$ cat config.mk
export PLATFORM = sky130hd
export DESIGN_NAME = fifo_rd_stream_adapter
export DESIGN_NICKNAME = d
export VERILOG_FILES = /design/src/rtl/stream_skid_buf2.sv /design/src/rtl/fifo_rd_stream_adapter.sv
export SDC_FILE = /design/constraint.sdc
export NUM_CORES = 1
export LEC_CHECK = 0
export CAP_MARGIN = 5
export CORE_AREA = 2 2 79 81
export CTS_CLUSTER_DIAMETER = 60
export DETAILED_ROUTE_END_ITERATION = 7
export DIE_AREA = 0 0 81 83
export PLACE_DENSITY = 0.54
export REMOVE_ABC_BUFFERS = 1
export SYNTH_ARGS = -nofsm -noshare
export SYNTH_HDL_FRONTEND = slang
export SYNTH_SLANG_ARGS = --single-unit
$ cat constraint.sdc
create_clock -name clk -period 4.7 [get_ports clk]
set_input_delay 0.94 -clock clk [delete_from_list [all_inputs] [get_ports clk]]
set_output_delay 0.94 -clock clk [all_outputs]
set_load 0.01 [all_outputs]
$ cat src/rtl/stream_skid_buf2.sv
// Two-entry register buffer with 1-bit wrapping slot pointers and an occupancy count.
// The head entry is always presented on data; valid is derived from occupancy alone.
module stream_skid_buf2 #(
   parameter int DW = 16
) (
   input  logic          clk,
   input  logic          rst_n,
   input  logic          clr,
   input  logic          push,
   input  logic [DW-1:0] push_data,
   input  logic          pop,
   output logic          valid,
   output logic [DW-1:0] data,
   output logic [1:0]    occ
);
   localparam int BUF_DEPTH = 2;

   logic [DW-1:0] buf_reg [BUF_DEPTH];
   logic          wr_slot_reg;
   logic          rd_slot_reg;
   logic [1:0]    occ_reg;
   logic [1:0]    occ_next;

   // Push and pop in the same cycle cancel, leaving occupancy unchanged.
   always_comb begin
      occ_next = occ_reg + {1'b0, push} - {1'b0, pop};
   end

   always_ff @(posedge clk or negedge rst_n) begin
      if (!rst_n) begin
         occ_reg     <= 2'd0;
         wr_slot_reg <= 1'b0;
         rd_slot_reg <= 1'b0;
      end else if (clr) begin
         occ_reg     <= 2'd0;
         wr_slot_reg <= 1'b0;
         rd_slot_reg <= 1'b0;
      end else begin
         occ_reg <= occ_next;
         if (push) wr_slot_reg <= ~wr_slot_reg;
         if (pop)  rd_slot_reg <= ~rd_slot_reg;
      end
   end

   for (genvar gi = 0; gi < BUF_DEPTH; gi++) begin : g_slot
      always_ff @(posedge clk or negedge rst_n) begin
         if (!rst_n) begin
            buf_reg[gi] <= '0;
         end else if (push && !clr && (wr_slot_reg == 1'(gi))) begin
            buf_reg[gi] <= push_data;
         end
      end
   end

   assign valid = (occ_reg != 2'd0);
   assign data  = buf_reg[rd_slot_reg];
   assign occ   = occ_reg;

endmodule

$ cat src/rtl/fifo_rd_stream_adapter.sv
// Turns a 1-cycle-latency FIFO read port into a first-word-fall-through valid/ready stream.
// Reads are only issued when the returning word is guaranteed a free buffer slot.
module fifo_rd_stream_adapter #(
   parameter int DW = 16
) (
   input  logic          clk,
   input  logic          rst_n,
   input  logic          fifo_empty,
   output logic          fifo_rd_en,
   input  logic [DW-1:0] fifo_dout,
   input  logic          clr,
   output logic          m_valid,
   input  logic          m_ready,
   output logic [DW-1:0] m_data,
   output logic [1:0]    occ
);
   logic       inflight_reg;
   logic       pop;
   logic       buf_push;
   logic       buf_pop;
   logic [1:0] level_after;

   assign pop = m_valid && m_ready;

   // Occupancy once this cycle's capture and pop land; occ + inflight never exceeds 2.
   assign level_after = occ + {1'b0, inflight_reg} - {1'b0, pop};

   // Gated by rst_n so no request leaves while the block is held in reset.
   assign fifo_rd_en = rst_n && !fifo_empty && !clr && (level_after < 2'd2);

   // A flush discards the returning word and ignores any handshake in that cycle.
   assign buf_push = inflight_reg && !clr;
   assign buf_pop  = pop && !clr;

   always_ff @(posedge clk or negedge rst_n) begin
      if (!rst_n) begin
         inflight_reg <= 1'b0;
      end else begin
         inflight_reg <= fifo_rd_en;
      end
   end

   stream_skid_buf2 #(
      .DW(DW)
   ) u_buf (
      .clk       (clk),
      .rst_n     (rst_n),
      .clr       (clr),
      .push      (buf_push),
      .push_data (fifo_dout),
      .pop       (buf_pop),
      .valid     (m_valid),
      .data      (m_data),
      .occ       (occ)
   );

   a_no_overflow: assert property (@(posedge clk) disable iff (!rst_n)
      ({1'b0, occ} + {2'b00, inflight_reg}) <= 3'd2);

   a_capture_has_room: assert property (@(posedge clk) disable iff (!rst_n)
      (inflight_reg && !clr && (occ == 2'd2)) |-> pop);

endmodule

Yosys cells after proc, flatten, opt, wreduce, memory -nomap -nowiden. Cells that the tools add are included.

Multiply operators: 0. Add/subtract/negate cells: 4. Shifts and indexed selects: 0. $lt $le $gt $ge: 2. Multiplexer cells: 8. Divide/modulo/power cells: 0. Reductions and logical operators: 14. Bitwise logic cells: 3. Eq/ne operators: 0.

Operators by type and width (count): $mux 16 (3); $logic_and 1x1->1 (9); $reduce_bool 2->1 (3); $add 2x1->2 (2); $mux 1 (4); $sub 2x1->2 (2); $ge 2x2->1 const B (1); $logic_not 1->1 (2); $lt 2x2->1 const B (1); $mux 2 (1); $not 1->1 (2); $not 1->2 (1).

Output and inout port bits: 20. Word-level logic and storage cells: 37. Register bits after elaboration: 37. Bits in writable memories: 0. Bits in latches: 0. Memories kept: 0. Input bits: 21. Bits in read-only memories: 0.

Logic depth before layout (Yosys ltp).
Depth after elaboration: 5. Gate-level depth with buffers: 7. Gate-level depth less buffers: 7.

Cells and area by module. From an unflattened synthesis, not the netlist that was laid out.

Cells, all modules: 112. Area total of the unflattened synthesis: 1701.6 um^2.

Modules (own cells, without submodules): stream_skid_buf2 (seq. area each 900.9 um^2, cells each 102, area an instance 1605.3 um^2, times used 1); fifo_rd_stream_adapter (seq. area each 25.0 um^2, cells each 10, area an instance 96.3 um^2, times used 1).

Worst setup path before layout. Ideal clock, no wire load.

Kind: input port to output port. Start point: input m_ready. End point: output fifo_rd_en. Stages on the path: 6. Data required time: 3.760 ns. Buffers on the path: 0. Data arrival time: 2.140 ns. Setup slack: 1.620 ns. Path through: o21ai_0 > inv_1 > ha_1 > nor2b_1 > xnor2_1 > nor4b_1.

Longest elaborated chain between the ends: 4.

RTL lines: start, declared (line fifo_rd_stream_adapter.sv:13) `input logic m_ready,`; $logic_and 1x1->1 (line fifo_rd_stream_adapter.sv:23) `assign pop = m_valid && m_ready;`; $sub 2x1->2 (line fifo_rd_stream_adapter.sv:26) `assign level_after = occ + {1'b0, inflight_reg} - {1'b0, pop};`; $lt 2x2->1 (line fifo_rd_stream_adapter.sv:29) `assign fifo_rd_en = rst_n && !fifo_empty && !clr && (level_after < 2'd2);`; $logic_and 1x1->1 (line fifo_rd_stream_adapter.sv:29); end, declared (line fifo_rd_stream_adapter.sv:9) `output logic fifo_rd_en,`.

Every way passes these cells.

Worst setup path in the final report. Same ends and word-level chain as after synthesis.

==> out/summary.txt <==
Place WS: 0.681 ns
Synth area leaders: dfrtp_1, mux2_2, mux2_4, ha_1, xnor2_1
final worst path period share: 0.844
Root Driver: clkbuf_8
global route total overflow: 0
Detail Route Antenna Nets: 0
Total Power: 950 uW
Worst-Margin Slew: 0.802 ns
drt initial violations: 18
Post-synth EDFFs: 0
ys async rst share: 1.00
relative slew slack: 0.465
Worst setup EP type: primary output
Final WS setup: 0.735 ns
die area: 6720 sq um
min Tclk post-route: 3.96 ns
Clock Path Buffers: 2
max-slew violation count: 0
critical path class: input pin to primary output
CP max-delay cell: clkdlybuf4s50_1
number of H-tree levels: 2
worst hold path depth: 1
gr usage total: 0.110
Fin Hold WS: 0.504 ns
Port Buf Inserts: 40
Max Cap Viol: 0
Worst-Skew Late Latency: 0.29 ns
first-pass GRT wire length: 5630 um
area leader, netlist: dfrtp_1
r2r setup slk: 2.86 ns
Worst Path Arrival: 3.02 ns
Setup Skew: 0.00223 ns
FMAX: 0.252 GHz
clock sink count: 37
peak supply drop: 0.145 mV
CP peak stage delay: 0.60 ns
fin util: 0.389
# IOs: 41
static leakage: 1.01 nW
CTS resizes: 0
Mapped Avg Cell Area: 15.1 sq um
critical path cell sequence: clkdlybuf4s50_1 -> o21ai_0 -> inv_1 -> ha_1 -> nor2b_1 -> xnor2_1 -> nor4b_1 -> clkdlybuf4s50_1
Most used DFF post-synth: dfrtp_1
CTS tree: done
status: complete, no violations
die width: 81 um
CP Data Required Time: 3.76 ns
setup bufs post-CTS: 0
Setup Viol. Count Final: 0
DRT Wirelength: 3420 um
largest net degree at the start of global routing: 38
worst r2r path cells: 6
final net count: 181
synthesized instance count: 114
Die Y: 83 um
Yosys reg bits: 37
area grow syn2layout: 31.5%
vias in the first global route: 1,206
most used cell, CP: clkdlybuf4s50_1
Hold Path Sink: u_buf.buf_reg[2]
DRC: 0
Initial Util: 0.296
setup TNS: 0 ns
Seq/Total Area, Yosys: 0.538
RR Endpoint: inflight_reg
vias: 1,047
# rows: 28
Netlist Area Pre-Place: 1720 sq um
post-route insts no fill: 233
Post-synth top cells: mux2_2, dfrtp_1, mux2_4, nor2_1, xnor2_1
GPL Wtd Cong: 0.803
fin area: 2260 sq um
final hold vios: 0
layout cells sized above 1: 0.392
Core Region: 5820 sq um
number of vias per cell: 4.49
crit path max fanout: 3
diode count: 0
most common cell in the netlist: mux2_2
wire per inst: 14.7 um
hold path startpoint: u_buf.buf_reg[2]
first-pass detailed-route iteration total: 4
HP Class: flip-flop to flip-flop
DPL Wire Length: 2310 um
pwr/cell area: 419 nW/um^2
Clock Pin Slew Worst Setup and Hold Paths: 0.07 ns
Setup crit start kind: input pin
flip-flop count of the largest register after layout: 32
worst reg2reg startpoint: u_buf.occ[1]
RSZ-0062 raised after global routing: no
Yosys top cell area share: 0.538
dpl cells: 225
count of cell types in the netlist: 18
Synth Warn #: 0
# hold bufs at CTS: 0
CTS Buf Count: 5
placed cell areas: 2180 sq um
number of antenna violations at the first check in global routing: 0
-- logic make-up (layout without fill, tap and decap cells) --
| kind of cell | after synthesis | after routing | synth area share |
|---|---|---|---|
| muxes | 48 | 48 | 0.336 |
| buffers and inverters | 8 | 52 | 0.0298 |
| xor gates and xnor gates | 6 | 6 | 0.0305 |
| AOI/OAI and AO/OA | 1 | 1 | 0.00290 |
| DFF | 37 | 37 | 0.538 |
| and+or+nand+nor | 11 | 11 | 0.0414 |
| adders and majority gates | 3 | 3 | 0.0218 |
-- cells in the final DEF, fill, tap and decap left out, types with 2 or more instances in the layout --
| master | instances |
|---|---|
| clkdlybuf4s50_1 | 39 |
| mux2_2 | 38 |
| dfrtp_1 | 37 |
| mux2_4 | 10 |
| clkbuf_8 | 5 |
| nor2_1 | 4 |
| xnor2_1 | 4 |
| inv_1 | 3 |
| ha_1 | 3 |
| nor2b_1 | 2 |
| xor2_1 | 2 |
| clkinv_2 | 2 |
-- power by group --
part | internal (mW) | switching, mW
clock network | 0.102 | 0.114
registers | 0.388 | 0.0404
logic | 0.208 | 0.0972
total | 0.699 | 0.251
-- layout make-up --
| cell class | instances | area (sq um) |
|---|---|---|
| clock buffers | 5 | 68.8 |
| multi-input cells | 69 | 744 |
| repair buffers | 41 | 403 |
| inverters | 3 | 11.3 |
| flip-flops and latches | 37 | 926 |
| clock inverters | 3 | 17.5 |
| fillers | 562 | 3550 |
| well taps | 75 | 93.8 |
-- worst max-delay path by stage --
stage          cells past startpoint  startpoint    endpoint  slack [ns]
2_1_floorplan                      6     m_ready  fifo_rd_en        1.62
3_3_place_gp                       8     m_ready  fifo_rd_en        0.76
3_5_place_dp                       8     m_ready  fifo_rd_en        0.68
4_1_cts                            8     m_ready  fifo_rd_en        0.68
5_1_grt                            8     m_ready  fifo_rd_en        0.51
6_report                           8     m_ready  fifo_rd_en        0.74
-- critical path: cells and delay by family --
family          cells  cell delay (ns)
xor+xnor            1             0.08
fa+ha+maj           1             0.28
simple gates        2             0.49
buf+inv             3             1.07
compound gates      1             0.16
-- metal layers --
metal	GRT usage	routed length, um
met1	0.132	1440
met2	0.180	1710
met3	0.0337	208
met4	0.0508	61
met5	0	0
Note: power is estimated with default switching activity, not from simulation.
